$ cat config.mk
export PLATFORM = sky130hd
export DESIGN_NAME = seg7_scan_driver
export DESIGN_NICKNAME = d
export VERILOG_FILES = /design/src/rtl/seg7_scan_driver.sv
export SDC_FILE = /design/constraint.sdc
export NUM_CORES = 1
export LEC_CHECK = 0
export CORE_UTILIZATION = 35
export CTS_BUF_LIST = sky130_fd_sc_hd__clkbuf_8
export DETAILED_ROUTE_END_ITERATION = 8
export SYNTH_ARGS = -nofsm -noshare
export SYNTH_HDL_FRONTEND = slang
export SYNTH_SLANG_ARGS = --single-unit
$ cat constraint.sdc
create_clock -name clk -period 3.32 [get_ports clk]
set_clock_uncertainty 0.15 [all_clocks]
set_input_delay 0.83 -clock clk [delete_from_list [all_inputs] [get_ports clk]]
set_output_delay 0.83 -clock clk [all_outputs]
set_load 0.01 [all_outputs]
$ cat src/rtl/seg7_scan_driver.sv
// Four-digit common-anode seven-segment scan driver: one digit per refresh slot,
// whole value snapshotted once per frame, with leading-zero blanking and per-digit DPs.
module seg7_scan_driver #(
    parameter int REFRESH_DIV = 100000
) (
    input  logic        clk,
    input  logic        Clr,
    input  logic [15:0] Value,
    input  logic        Blank_LZ,
    input  logic [3:0]  DP_sel,
    output logic [3:0]  An,
    output logic [6:0]  Seg,
    output logic        DP,
    output logic        Frame
);

    localparam int CW = $clog2(REFRESH_DIV);
    localparam logic [CW-1:0] LAST     = CW'(REFRESH_DIV - 1);
    localparam logic [CW-1:0] PRE_LAST = CW'(REFRESH_DIV - 2);

    logic [CW-1:0] presc_q, presc_d;
    logic [1:0]    idx_q, idx_d;
    logic          valid_q, valid_d;
    logic [15:0]   val_q, val_d;
    logic          blz_q, blz_d;
    logic [3:0]    dps_q, dps_d;
    logic          frame_q, frame_d;
    logic [3:0]    an_q, an_d;
    logic [6:0]    seg_q, seg_d;
    logic          dp_q, dp_d;
    logic          tick;
    logic          blank_digit;

    function automatic logic [6:0] seg_decode(input logic [3:0] nib);
        case (nib)
            4'h0:    seg_decode = 7'b1000000;
            4'h1:    seg_decode = 7'b1111001;
            4'h2:    seg_decode = 7'b0100100;
            4'h3:    seg_decode = 7'b0110000;
            4'h4:    seg_decode = 7'b0011001;
            4'h5:    seg_decode = 7'b0010010;
            4'h6:    seg_decode = 7'b0000010;
            4'h7:    seg_decode = 7'b1111000;
            4'h8:    seg_decode = 7'b0000000;
            4'h9:    seg_decode = 7'b0010000;
            default: seg_decode = 7'b0111111;
        endcase
    endfunction

    // A digit is a leading zero when it and every nibble above it are zero.
    function automatic logic digit_blanked(input logic [15:0] val, input logic blz,
                                           input logic [1:0] idx);
        logic [15:0] upper;
        upper = val >> {idx, 2'b00};
        digit_blanked = blz && (idx != 2'd0) && (upper == 16'h0000);
    endfunction

    always_comb begin
        tick        = (presc_q == LAST);
        presc_d     = tick ? '0 : presc_q + 1'b1;
        idx_d       = idx_q;
        valid_d     = valid_q;
        val_d       = val_q;
        blz_d       = blz_q;
        dps_d       = dps_q;
        an_d        = an_q;
        seg_d       = seg_q;
        dp_d        = dp_q;
        blank_digit = 1'b0;
        // Registered Frame is armed one cycle early so it is high during the 3->0 tick.
        frame_d     = (presc_q == PRE_LAST) && (idx_q == 2'd3);

        if (tick) begin
            idx_d   = idx_q + 2'd1;
            valid_d = 1'b1;
            if (idx_q == 2'd3) begin
                val_d = Value;
                blz_d = Blank_LZ;
                dps_d = DP_sel;
            end
        end

        // Outputs are loaded from next-state values so they change one cycle after the tick.
        if (tick && valid_d) begin
            blank_digit = digit_blanked(val_d, blz_d, idx_d);
            if (blank_digit) begin
                an_d  = 4'b1111;
                seg_d = 7'b1111111;
                dp_d  = 1'b1;
            end else begin
                an_d  = ~(4'b0001 << idx_d);
                seg_d = seg_decode(val_d[{idx_d, 2'b00} +: 4]);
                dp_d  = ~dps_d[idx_d];
            end
        end
    end

    always_ff @(posedge clk) begin
        if (Clr) begin
            presc_q <= '0;
            idx_q   <= 2'd3;
            valid_q <= 1'b0;
            val_q   <= '0;
            blz_q   <= 1'b0;
            dps_q   <= '0;
            frame_q <= 1'b0;
            an_q    <= 4'b1111;
            seg_q   <= 7'b1111111;
            dp_q    <= 1'b1;
        end else begin
            presc_q <= presc_d;
            idx_q   <= idx_d;
            valid_q <= valid_d;
            val_q   <= val_d;
            blz_q   <= blz_d;
            dps_q   <= dps_d;
            frame_q <= frame_d;
            an_q    <= an_d;
            seg_q   <= seg_d;
            dp_q    <= dp_d;
        end
    end

    assign An    = an_q;
    assign Seg   = seg_q;
    assign DP    = dp_q;
    assign Frame = frame_q;

endmodule

==> report_table.html <==
<table>
<tr><th>Metric</th><th>Value</th></tr>
<tr><th colspan="2">STA</th></tr>
<tr><td>Slew of the pin with the lowest slew margin</td><td>0.542 ns</td></tr>
<tr><td>Max transition margin</td><td>0.637</td></tr>
<tr><td>Number of pins exceeding their max-slew limit in the final report</td><td>0</td></tr>
<tr><td>Final critical delay including setup and external delays</td><td>3.37 ns</td></tr>
<tr><td>Final cycle utilization of the critical path</td><td>1.02</td></tr>
<tr><td>Setup repair after global routing missed its margin</td><td>true</td></tr>
<tr><td>Number of hold-slack violations in the final timing report</td><td>0</td></tr>
<tr><td>Final setup violation count</td><td>9</td></tr>
<tr><td>Least setup slack across all paths after layout</td><td>-0.0510 ns</td></tr>
<tr><td>Achievable Freq</td><td>about 300 MHz</td></tr>
<tr><th colspan="2">Routing</th></tr>
<tr><td>Final routed wirelength across all metal layers</td><td>7.76 mm</td></tr>
<tr><td>Number of detailed-routing iterations run before antenna repair</td><td>6</td></tr>
<tr><td>Routed via count divided by cell count</td><td>5.08</td></tr>
<tr><td>Post-detailed-route DRC marker count</td><td>0</td></tr>
<tr><td>Post-detailed-route count of antenna-violating nets</td><td>0</td></tr>
<tr><td>Total number of vias</td><td>around 2.8k</td></tr>
<tr><td>Starting DRC count in detailed routing</td><td>131</td></tr>
<tr><td>Average wire per cell in the routed design</td><td>14.3 um</td></tr>
<tr><th colspan="2">Logic synthesis</th></tr>
<tr><td>Count of warnings emitted by yosys</td><td>0</td></tr>
<tr><td>Top cell type's share of synthesized area</td><td>0.352</td></tr>
<tr><td>Share of flip-flops with an asynchronous set or reset after synthesis</td><td>0</td></tr>
<tr><td>Post-Syn Area per Cell</td><td>around 8.2 um^2</td></tr>
<tr><td>Synthesized netlist cell count</td><td>366</td></tr>
<tr><td>Synth Net Count</td><td>397</td></tr>
<tr><td>EDFF count, synth</td><td>0</td></tr>
<tr><td>Mapped cell area</td><td>~0.003 mm^2</td></tr>
<tr><td>Ranking of synthesized cells by instance count</td><td>53 x sky130_fd_sc_hd__dfxtp_1, 49 x sky130_fd_sc_hd__nand2_1, 39 x sky130_fd_sc_hd__a21oi_1, 39 x sky130_fd_sc_hd__nor2_1, 20 x sky130_fd_sc_hd__mux2i_1</td></tr>
<tr><td>Flop and latch count out of synthesis</td><td>53</td></tr>
<tr><td>Synth top area cells</td><td>sky130_fd_sc_hd__dfxtp_1 35%, sky130_fd_sc_hd__mux2i_1 6.6%, sky130_fd_sc_hd__a21oi_1 6.5%, sky130_fd_sc_hd__nand2_1 6.1%, sky130_fd_sc_hd__nor2_1 4.9%</td></tr>
<tr><td>Cell taking the most area after synthesis</td><td>sky130_fd_sc_hd__dfxtp_1</td></tr>
<tr><td>Sequential-to-total area share from yosys stat</td><td>0.352</td></tr>
<tr><td>Most frequent cell after synthesis</td><td>sky130_fd_sc_hd__dfxtp_1</td></tr>
<tr><td>Top FF cell, synth</td><td>sky130_fd_sc_hd__dfxtp_1</td></tr>
<tr><td>Number of unique standard cell types used by synthesis</td><td>slightly below 60</td></tr>
<tr><th colspan="2">Die</th></tr>
<tr><td>I/O Pins</td><td>36</td></tr>
<tr><td>Die footprint</td><td>roughly 0.009 mm^2</td></tr>
<tr><td>Area inside the core boundary</td><td>0.00830 mm^2</td></tr>
<tr><td>Standard-cell rows</td><td>33</td></tr>
<tr><td>Height of the die</td><td>~95 um</td></tr>
<tr><td>Die W</td><td>94.8 um</td></tr>
<tr><td>Initial Util</td><td>0.363</td></tr>
<tr><th colspan="2">Global route</th></tr>
<tr><td>Number of global-route vias before repair</td><td>2661</td></tr>
<tr><td>Largest net degree at the start of global routing</td><td>31</td></tr>
<tr><td>GRT Util Overall</td><td>0.181</td></tr>
<tr><td>Overflow left after global routing</td><td>0</td></tr>
<tr><td>Wire length of the first global-routing pass</td><td>12.9 mm</td></tr>
<tr><td>Antenna violations before repair</td><td>0</td></tr>
<tr><th colspan="2">Pwr</th></tr>
<tr><td>Maximum VDD drop</td><td>approximately 160 uV</td></tr>
<tr><td>Pwr per Cell Area</td><td>291 mW/mm^2</td></tr>
<tr><td>Clock power share</td><td>0.389</td></tr>
<tr><td>Internal power summed over all cells</td><td>900 uW</td></tr>
<tr><td>Comb pwr share</td><td>0.057</td></tr>
<tr><td>Switching part of the total</td><td>0.222</td></tr>
<tr><td>Sequential cell fraction of total power</td><td>0.554</td></tr>
<tr><td>Static Leakage</td><td>about 0.0015 uW</td></tr>
<tr><td>Net switching power of the design</td><td>256 uW</td></tr>
<tr><th colspan="2">Status</th></tr>
<tr><td>Run status</td><td>finished with violations</td></tr>
<tr><td>Violations in the final reports</td><td>setup timing</td></tr>
<tr><th colspan="2">Setup path</th></tr>
<tr><td>Critical Path Fanout Max</td><td>9</td></tr>
<tr><td>CP max-delay cell</td><td>sky130_fd_sc_hd__or4_4</td></tr>
<tr><td>Critical path class</td><td>reg -&gt; reg</td></tr>
<tr><td>Cell Chain, Critical Path</td><td>or4_4 &gt; nor4_4 &gt; and2_4 &gt; mux2i_2 &gt; mux2i_1 &gt; a21oi_2 &gt; ha_2 &gt; nand3b_1 &gt; a2111oi_4 &gt; a311oi_2 &gt; buf_4 &gt; a21oi_1</td></tr>
<tr><td>Arrival time at the worst endpoint</td><td>between 3 and 4 ns</td></tr>
<tr><td>Type of element capturing the critical path</td><td>register</td></tr>
<tr><td>Critical path startpoint category</td><td>register</td></tr>
<tr><td>Worst path required time</td><td>3.41 ns</td></tr>
<tr><td>Slowest stage delay, CP</td><td>0.55 ns</td></tr>
<tr><th colspan="2">Clock network</th></tr>
<tr><td>Clock latency of the later-clocked register in the worst-skew pair</td><td>0.31 ns</td></tr>
<tr><td>H-tree levels</td><td>2</td></tr>
<tr><td>Cell chosen for the clock root</td><td>sky130_fd_sc_hd__clkbuf_8</td></tr>
<tr><td>TritonCTS buffer count</td><td>5</td></tr>
<tr><td>Total number of clock tree sinks</td><td>53</td></tr>
<tr><td>Number of hold-repair buffers added at the cts stage</td><td>0</td></tr>
<tr><td>Buffers from clock root to sink, at most</td><td>2</td></tr>
<tr><td>Clock slew at reported path FFs</td><td>approximately 0.1 ns</td></tr>
<tr><td>Clock tree from TritonCTS</td><td>done</td></tr>
<tr><th colspan="2">Placement</th></tr>
<tr><td>Cell area after placement</td><td>0.00374 mm^2</td></tr>
<tr><td>Routability congestion estimate</td><td>approximately 0.88</td></tr>
<tr><td>Post-DP HPWL</td><td>5.50 mm</td></tr>
<tr><td>Pre-CTS WS</td><td>-0.0509 ns</td></tr>
<tr><td>Port Buffers</td><td>35</td></tr>
<tr><th colspan="2">Final layout</th></tr>
<tr><td>Final instance area</td><td>0.00397 mm^2</td></tr>
<tr><td>Diode insertion count for antenna repair</td><td>0</td></tr>
<tr><td>Fraction of final layout cells sized beyond drive strength 1</td><td>0.205</td></tr>
<tr><td>Area added between synthesis and finish</td><td>31.7%</td></tr>
<tr><td>Count of nets after finishing</td><td>468</td></tr>
<tr><th colspan="2">Run</th></tr>
<tr><td>Max-cap viol count</td><td>0</td></tr>
<tr><th colspan="2">Hold path</th></tr>
<tr><td>Type of the most critical hold path</td><td>reg -&gt; reg</td></tr>
</table>
## sequential cells by signal (all words and copies together), names as in the netlist
| name | count |
|---|---|
| DP | 1 |
| An | 4 |
| Frame | 1 |
| idx_q | 2 |
| Seg | 7 |
| presc_q | 17 |
| blz_q | 1 |
| val_q | 16 |
| dps_q | 4 |
## per-layer routing
| metal | vias up | routed length [um] | GRT usage |
|---|---|---|---|
| met2 | 48 | 3570 | 0.302 |
| li1 | 1435 | - | - |
| met5 | - | 0 | 0 |
| met3 | 4 | 269 | 0.0274 |
| met1 | 1274 | 3860 | 0.246 |
| met4 | 0 | 57 | 0.0391 |
## critical path: cells and delay by family, from the launching register on
| family | cells | cell delay (ns) |
|---|---|---|
| DFF | 1 | 0.32 |
| muxes | 2 | 0.40 |
| and+or+nand+nor | 4 | 1.32 |
| buffers and inverters | 1 | 0.20 |
| adders and majority gates | 1 | 0.22 |
| AOI/OAI and AO/OA | 4 | 0.70 |
## power by group through the flow
stage | combinational [uW] | sequential, uW | clock, uW
floorplan | 19.0 | 656 | 0
global placement | 65.8 | 655 | 0
detailed placement | 65.5 | 655 | 0
CTS | 65.9 | 640 | 470
global route | 72.7 | 641 | 488
finish | 65.9 | 640 | 450
## through the flow
stage / utilization / setup TNS (ns) / cells / hold WS, ns / total power, uW
floorplan: - / 0 / 366 / 0.282 / 675
global placement: 0.451 / -0.00214 / 528 / 0.297 / 720
detailed placement: 0.451 / -0.357 / 528 / 0.298 / 720
CTS: 0.470 / 0 / 541 / 0.314 / 1180
global route: 0.479 / -1.92 / 543 / 0.340 / 1200
finish: 0.479 / -0.392 / 543 / 0.309 / 1160
## repair_timing
action,in CTS,in global routing
gates resized for setup,4,12
buffers inserted,5,2
pin swaps,0,5
endpoints found under the setup margin,9,11
## cell families (layout without fill, tap and decap cells)
group           after synthesis  after routing  synth area share
mux                          31             31             0.112
flops                        53             53             0.352
xor+xnor                     11             11            0.0319
simple gates                149            149             0.243
buf+inv                      30            102            0.0440
compound gates               84             84             0.184
fa+ha+maj                     8              8            0.0332
## placed cells by master (no fill, tap or decap), types with 3 or more instances in the layout
cell type / netlist / layout
sky130_fd_sc_hd__a21oi_1: 39 / 36
sky130_fd_sc_hd__nand2_1: 49 / 49
sky130_fd_sc_hd__clkbuf_8: 0 / 5
sky130_fd_sc_hd__buf_4: 0 / 47
sky130_fd_sc_hd__xnor2_1: 3 / 3
sky130_fd_sc_hd__nand3_1: 11 / 11
sky130_fd_sc_hd__nand4b_1: 4 / 4
sky130_fd_sc_hd__a21boi_0: 4 / 4
sky130_fd_sc_hd__dfxtp_1: 53 / 52
sky130_fd_sc_hd__mux2i_2: 0 / 3
sky130_fd_sc_hd__nor2b_1: 3 / 3
sky130_fd_sc_hd__ha_1: 8 / 7
sky130_fd_sc_hd__nand2b_1: 11 / 11
sky130_fd_sc_hd__nor3_1: 6 / 6
sky130_fd_sc_hd__clkdlybuf4s50_1: 0 / 35
sky130_fd_sc_hd__mux2i_1: 20 / 16
sky130_fd_sc_hd__or3_1: 6 / 6
sky130_fd_sc_hd__nor2_1: 39 / 39
sky130_fd_sc_hd__mux2_2: 9 / 8
sky130_fd_sc_hd__inv_1: 8 / 9
sky130_fd_sc_hd__o22ai_1: 5 / 5
sky130_fd_sc_hd__and3_1: 4 / 4
sky130_fd_sc_hd__o21ai_0: 13 / 13
sky130_fd_sc_hd__a21oi_2: 0 / 3
sky130_fd_sc_hd__xor2_1: 8 / 8
## final cells by class
cell class              instances  area [um^2]
multi-input cells             283         1880
fillers                       796         4330
clock buffers                   5         68.8
repair buffers                 85          754
well taps                     105          131
clock inverters                 3         42.5
inverters                       9         33.8
flip-flops and latches         53         1060
## worst paths after layout
kind                                from             endpoint  slack [ns]  cells after the start
setup / recovery  presc_q[11]$_SDFF_PP0_  Seg[3]$_SDFFE_PP1P_       -0.05                     12
hold / removal       val_q[2]$_SDFF_PP0_  val_q[2]$_SDFF_PP0_        0.31                      2
setup reg to reg  presc_q[11]$_SDFF_PP0_  Seg[3]$_SDFFE_PP1P_       -0.05                     12
hold reg to reg      val_q[2]$_SDFF_PP0_  val_q[2]$_SDFF_PP0_        0.31                      2
No activity file was read; power rests on OpenSTA's default activity.
